File: config.mk
export PLATFORM = sky130hd
export DESIGN_NAME = uart_tx
export DESIGN_NICKNAME = d
export VERILOG_FILES = /design/src/rtl/uart_tx.sv
export SDC_FILE = /design/constraint.sdc
export NUM_CORES = 1
export LEC_CHECK = 0
export BUFFER_PORTS_ARGS = -buffer_cell sky130_fd_sc_hd__buf_2
export CAP_MARGIN = 15
export CORE_UTILIZATION = 54
export CTS_BUF_LIST = sky130_fd_sc_hd__clkbuf_16
export DETAILED_ROUTE_END_ITERATION = 7
export PLACE_DENSITY = 0.74
export SYNTH_ARGS = -nofsm -noshare
export SYNTH_HDL_FRONTEND = slang
export SYNTH_SLANG_ARGS = --single-unit
File: constraint.sdc
create_clock -name i_clk -period 2.1 [get_ports i_clk]
set_input_delay 0 -clock i_clk [delete_from_list [all_inputs] [get_ports i_clk]]
set_output_delay 0 -clock i_clk [all_outputs]
set_load 0.02 [all_outputs]
File: src/rtl/uart_tx.sv
// UART transmitter: one byte per valid/ready handshake, framed as start, 8 data
// bits LSB first, optional parity, then 1 or 2 stop bits at a fixed baud.
//
// state  | meaning
// -------+----------------------------------------------------------
// IDLE   | line high, o_ready=1, waiting for i_tx_dv
// START  | driving the start bit (0) for one bit time
// DATA   | driving shift_reg[0]; bit_cnt holds the data index 0..7
// PARITY | driving the parity bit (only reachable when PARITY_EN=1)
// STOP   | driving 1; bit_cnt holds the stop index 0..STOP_BITS-1
module uart_tx #(
  parameter int CLKS_PER_BIT = 87,
  parameter int PARITY_EN    = 0,
  parameter int PARITY_ODD   = 0,
  parameter int STOP_BITS    = 1
) (
  input  logic       i_clk,
  input  logic       i_rst,
  input  logic       i_tx_dv,
  input  logic [7:0] i_tx_byte,
  output logic       o_ready,
  output logic       o_tx_serial,
  output logic       o_busy,
  output logic       o_done
);

  localparam int              CW        = $clog2(CLKS_PER_BIT);
  localparam logic [CW-1:0]   CLK_LAST  = CW'(CLKS_PER_BIT - 1);
  localparam logic [2:0]      STOP_LAST = 3'(STOP_BITS - 1);
  localparam logic            PAR_SEED  = (PARITY_ODD != 0);

  typedef enum logic [2:0] {IDLE, START, DATA, PARITY, STOP} state_t;

  state_t        state;
  logic [CW-1:0] clk_cnt;
  logic [2:0]    bit_cnt;
  logic [7:0]    shift_reg;
  logic          parity_bit;
  logic          bit_end;

  assign bit_end = (clk_cnt == CLK_LAST);

  always_ff @(posedge i_clk) begin
    if (i_rst) begin
      state       <= IDLE;
      clk_cnt     <= '0;
      bit_cnt     <= '0;
      shift_reg   <= '0;
      parity_bit  <= 1'b0;
      o_tx_serial <= 1'b1;
      o_ready     <= 1'b1;
      o_busy      <= 1'b0;
      o_done      <= 1'b0;
    end else begin
      o_done <= 1'b0;
      case (state)
        IDLE: begin
          o_tx_serial <= 1'b1;
          clk_cnt     <= '0;
          bit_cnt     <= '0;
          if (i_tx_dv) begin
            // Parity is computed from the byte as latched, so later shifting is harmless.
            shift_reg   <= i_tx_byte;
            parity_bit  <= (^i_tx_byte) ^ PAR_SEED;
            state       <= START;
            o_tx_serial <= 1'b0;
            o_busy      <= 1'b1;
            o_ready     <= 1'b0;
          end
        end

        START: begin
          if (bit_end) begin
            clk_cnt     <= '0;
            state       <= DATA;
            o_tx_serial <= shift_reg[0];
          end else begin
            clk_cnt <= clk_cnt + 1'b1;
          end
        end

        DATA: begin
          if (bit_end) begin
            clk_cnt <= '0;
            if (bit_cnt == 3'd7) begin
              bit_cnt <= '0;
              if (PARITY_EN != 0) begin
                state       <= PARITY;
                o_tx_serial <= parity_bit;
              end else begin
                state       <= STOP;
                o_tx_serial <= 1'b1;
              end
            end else begin
              bit_cnt     <= bit_cnt + 1'b1;
              shift_reg   <= {1'b0, shift_reg[7:1]};
              o_tx_serial <= shift_reg[1];
            end
          end else begin
            clk_cnt <= clk_cnt + 1'b1;
          end
        end

        PARITY: begin
          if (bit_end) begin
            clk_cnt     <= '0;
            state       <= STOP;
            o_tx_serial <= 1'b1;
          end else begin
            clk_cnt <= clk_cnt + 1'b1;
          end
        end

        STOP: begin
          o_tx_serial <= 1'b1;
          if (bit_end) begin
            clk_cnt <= '0;
            if (bit_cnt == STOP_LAST) begin
              bit_cnt <= '0;
              state   <= IDLE;
              o_busy  <= 1'b0;
              o_ready <= 1'b1;
              o_done  <= 1'b1;
            end else begin
              bit_cnt <= bit_cnt + 1'b1;
            end
          end else begin
            clk_cnt <= clk_cnt + 1'b1;
          end
        end

        default: begin
          state       <= IDLE;
          clk_cnt     <= '0;
          bit_cnt     <= '0;
          o_tx_serial <= 1'b1;
          o_ready     <= 1'b1;
          o_busy      <= 1'b0;
        end
      endcase
    end
  end

endmodule

After elaboration in Yosys (flattened, before gate mapping)
Cells that the tools add are included.
{"block": "totals", "out_inout_bits": 4, "register_bits": 25, "input_bits": 11, "wordCells": 74}
{"block": "classes", "n_addsub": 2, "muxes": 32, "n_bitwise": 5, "n_reduce_logical": 13, "n_eq_ne": 14}
{"operator": "3-bit two-way mux", "count": 11}
{"operator": "8-bit two-way mux", "count": 3}
{"operator": "2-bit inequality test (second input constant)", "count": 8}
{"operator": "8-bit case mux with 2 select lines", "count": 1}
{"operator": "3-bit case mux with 5 select lines", "count": 1}
{"operator": "1-bit two-way mux", "count": 12}
{"operator": "3-bit case mux with 3 select lines", "count": 1}
{"operator": "3-bit OR reduction", "count": 3}
{"operator": "4-bit AND reduction", "count": 2}
{"operator": "7-bit by 1-bit adder with 7-bit output (second input constant)", "count": 1}
{"operator": "7-bit == test (second input constant)", "count": 1}
{"operator": "7-bit AND reduction", "count": 1}
{"operator": "3-bit by 2-bit == test with 1-bit output (second input constant)", "count": 2}
{"operator": "3-bit == test (second input constant)", "count": 2}
{"operator": "3-bit logical NOT", "count": 2}
{"operator": "1-bit case mux with 3 select lines", "count": 2}
{"operator": "3-bit AND reduction", "count": 2}
{"operator": "1-bit NOT", "count": 5}
{"operator": "1-bit case mux with 4 select lines", "count": 1}
{"operator": "4-bit OR reduction", "count": 1}
{"operator": "3-bit by 1-bit adder with 3-bit output (second input constant)", "count": 1}
{"operator": "3-bit by 1-bit == test with 1-bit output (second input constant)", "count": 1}
{"operator": "2-bit nonzero test", "count": 1}
{"operator": "2-bit OR reduction", "count": 1}

Depth between registers and ports, before layout
{"block": "logic_depth", "word_depth": 4, "mapped_depth": 7}

Worst setup path before layout
No wires, ideal clock.
{"block": "synth_path", "path_kind": "reg-to-reg", "startpoint": "reg bit_cnt[0]", "endpoint": "reg shift_reg[4]", "slack_ns": 0.437, "path_buffers": 1, "arrival_ns": 1.575, "stages_incl_launch_ff": 8, "setup_time_ns": 0.088, "cell_sequence": "dfxtp_1 -> ha_1 -> ha_1 -> nand2b_1 -> o31ai_4 -> buf_6 -> a21oi_1 -> a311oi_2"}
{"block": "synth_between", "elab_chain_len": 3}
{"item": "from (decl)", "line": "36", "text": "logic [2:0] bit_cnt;"}
{"item": "from (signal assigned)", "line": "95", "text": "bit_cnt <= bit_cnt + 1'b1;"}
{"item": "from (signal assigned)", "line": "125", "text": "bit_cnt <= bit_cnt + 1'b1;"}
{"item": "3-bit == test", "line": "85", "text": "if (bit_cnt == 3'd7) begin"}
{"item": "2-bit inequality test (no line)"}
{"item": "4-bit AND reduction (no line)"}
{"item": "to (signal assigned)", "line": "63", "text": "shift_reg <= i_tx_byte;"}
{"item": "to (signal assigned)", "line": "96", "text": "shift_reg <= {1'b0, shift_reg[7:1]};"}
{"item": "to (decl)", "line": "37", "text": "logic [7:0] shift_reg;"}
No other way between the ends.
A chain may end at the register's enable or synchronous reset.

Worst setup path in the final report
{"block": "layout_path", "startpoint": "reg bit_cnt[0]", "endpoint": "reg shift_reg[6]"}
The elaborated chain is that of the path after synthesis.

==> metrics.cfg <==
[outcome]
status=completed

[worst_setup_path]
endpoint_kind=flop
crit_chain=ha_1 -> ha_1 -> nand2b_1 -> o31ai_4 -> a21oi_1 -> a311oi_2
cp.required_ns=2.28
worstPathMaxFanout=13
path_common_cell=ha_1
crit_path_start_kind=flop
worstSetupPathType=reg -> reg
cp_data_arrival_time_ns=2.10
critPathMaxStageDelay_ns=0.49
r2r_setup_slack_ns=0.17
worst_path_max_delay_cell=o31ai_4

[clock_network]
cts_resized=0
clockRootBuffer=clkbuf_16
cts_setup_buffers=0
clock_sinks=25
worstSkewPairLatency_ns=0.26
numCtsBuffers=3
cts_hold_buf=0
clockBufferDepth=2
path_clk_slew_ns=0.07
cts_tree=built
h-tree-depth=1

[route]
num_vias=1062
drt_iter0_markers=21
ant_nets=0
drt_pass1_iterations=4
drcViolationCount=0
via_per_inst=5.90
wirelength_mm=2.66
wl_per_cell_um=14.8

[power_and_ir_drop]
intPower_uw=806
comb_power_share_pct=10.8
total_leakage_power_nw=0.561
peakVddDrop_uv=487
p_seq_share_pct=48.7
finalPower_mw=1.06
switching_share_pct=23.8
powerDensity_nw_per_um2=705
p_sw_uw=252
clockPowerShare_pct=40.5

[synthesis]
synth.cell_area_sq_um=1360
async_reset_ff_share_pct=0
yosys.area.top_type_share_pct=36.8
synthMostInstantiatedCell=dfxtp_1
synth_edf_count=0
yosys.area.top_type=dfxtp_1
synthCells=138
ys.flop_type=dfxtp_1
ys_types=42
synth-seq-cells=25
mappedNetlistNets=155
yosysSeqAreaShare_pct=36.8
synth_warnings=0
synth_area_leaders=dfxtp_1 37%, mux2i_1 6.6%, ha_1 5.5%
syn_avg_cell_area_sq_um=9.85
synth_commonest_cells=25 x dfxtp_1, 14 x nor2_1, 12 x a21oi_1

[global_routing]
grt_max_degree=20
antenna_found_initial=0
grt_usage_pct=21.5
grt_pass1_vias=984
grt_pass1_wl_mm=4.22
gr-total-overflow=0

[cells_and_area]
final_cells=180
fillerInstances=201
design_area_sq_um=1500
n_antenna_cell=0
drive_above_1_share_pct=21.1
largest_reg_flops=8
fin_nets=170
area_growth_pct=10.5

[timing]
skew_ns=0.00713
min_period_ns=1.93
fmax_mhz=519
fin_crit_sh_pct=91.7
relSlewSlack_pct=63.3
rsz0062_at_grt=false
maxSlewViolCount=0
finalHoldViolCount=0
finalSetupViolations=0
tightest_slew_ns=0.551
tns_ns=0
setup_slack_ns=0.174

[floorplan]
die_w_um=52.2
rows=17
initial_core_util_pct=59.2
num_io_pins=15
core_sq_um=2300
die_area_sq_um=2720
fp.dieH_um=52.2

[hold_path]
hp-class=in -> reg

[place]
placed_cell_area_sq_um=1420
io_buffers=14
hpwl_mm=1.88
place.gp.congestion=0.726
place_ws_ns=0.181
placed_cells=176

[flow_run]
cap_viol_max_count=0

## cell usage in the layout (no fill, tap or decap), drive strengths merged, types with 4 or more instances in the layout
cell type | synthesis | final
ha | 6 | 6
buf | 2 | 18
inv | 5 | 5
nand3 | 4 | 4
a21oi | 12 | 12
nand3b | 4 | 4
nand2b | 4 | 4
dfxtp | 25 | 25
mux2i | 9 | 9
a311oi | 7 | 7
nor2 | 14 | 14
## metrics by stage
stage,hold slack [ns],util [%]
after floorplan,0.159,-
after global placement,0.269,61.8
after detailed placement,0.287,61.8
after CTS,0.00758,65.4
after global routing,0.0285,65.4
final,0.00564,65.4
## layer usage
layer | vias up | share of wire (%) | track usage, %
met3 | 5 | 2.6 | 4.39
li1 | 532 | - | -
met1 | 507 | 46 | 25.4
met4 | 0 | 1.7 | 11.4
met5 | - | 0 | 0
met2 | 18 | 50 | 36.1
## critical path: cells and delay by family, from the launching register on
| kind | cells | cell delay [ns] |
|---|---|---|
| compound gates | 3 | 0.91 |
| fa+ha+maj | 2 | 0.43 |
| flops | 1 | 0.33 |
| simple gates | 1 | 0.17 |
## cell families (layout without fill, tap and decap cells)
kind of cell | count (synthesis) | in the layout | synth area share, %
AO/OA/AOI/OAI | 32 | 32 | 18.8
XOR/XNOR | 6 | 6 | 3.87
adder cells (fa/ha/maj) | 6 | 6 | 5.52
buffers and inverters | 13 | 27 | 6.91
flip-flops | 25 | 25 | 36.8
multiplexers | 10 | 10 | 7.46
AND/OR/NAND/NOR | 46 | 46 | 20.6
## final timing paths
path                            cells after the start    startpoint           end
worst max-delay path                                6    bit_cnt[0]  shift_reg[6]
worst min register to register                      1    clk_cnt[0]    clk_cnt[0]
worst max register to register                      6    bit_cnt[0]  shift_reg[6]
worst min-delay path                                3  i_tx_byte[7]  shift_reg[7]
## area by class of cell
class | instances | area, sq um | share of cell area (%)
Sequential cell | 25 | 500 | 33.3
Tap cell | 28 | 35.0 | 2.33
Multi-Input combinational cell | 100 | 764 | 50.9
Inverter | 5 | 18.8 | 1.25
Clock inverter | 1 | 7.51 | 0.500
Timing Repair Buffer | 18 | 100 | 6.67
Clock buffer | 3 | 75.1 | 5.00
## power by group through the flow
stage | logic, mW | registers (mW) | clock network [mW]
3_3_place_gp | 0.108 | 0.525 | 0
5_1_grt | 0.125 | 0.517 | 0.460
2_1_floorplan | 0.0859 | 0.526 | 0
4_1_cts | 0.114 | 0.515 | 0.437
3_5_place_dp | 0.113 | 0.526 | 0
6_report | 0.114 | 0.516 | 0.429
Power figures use the tool's default switching activity.
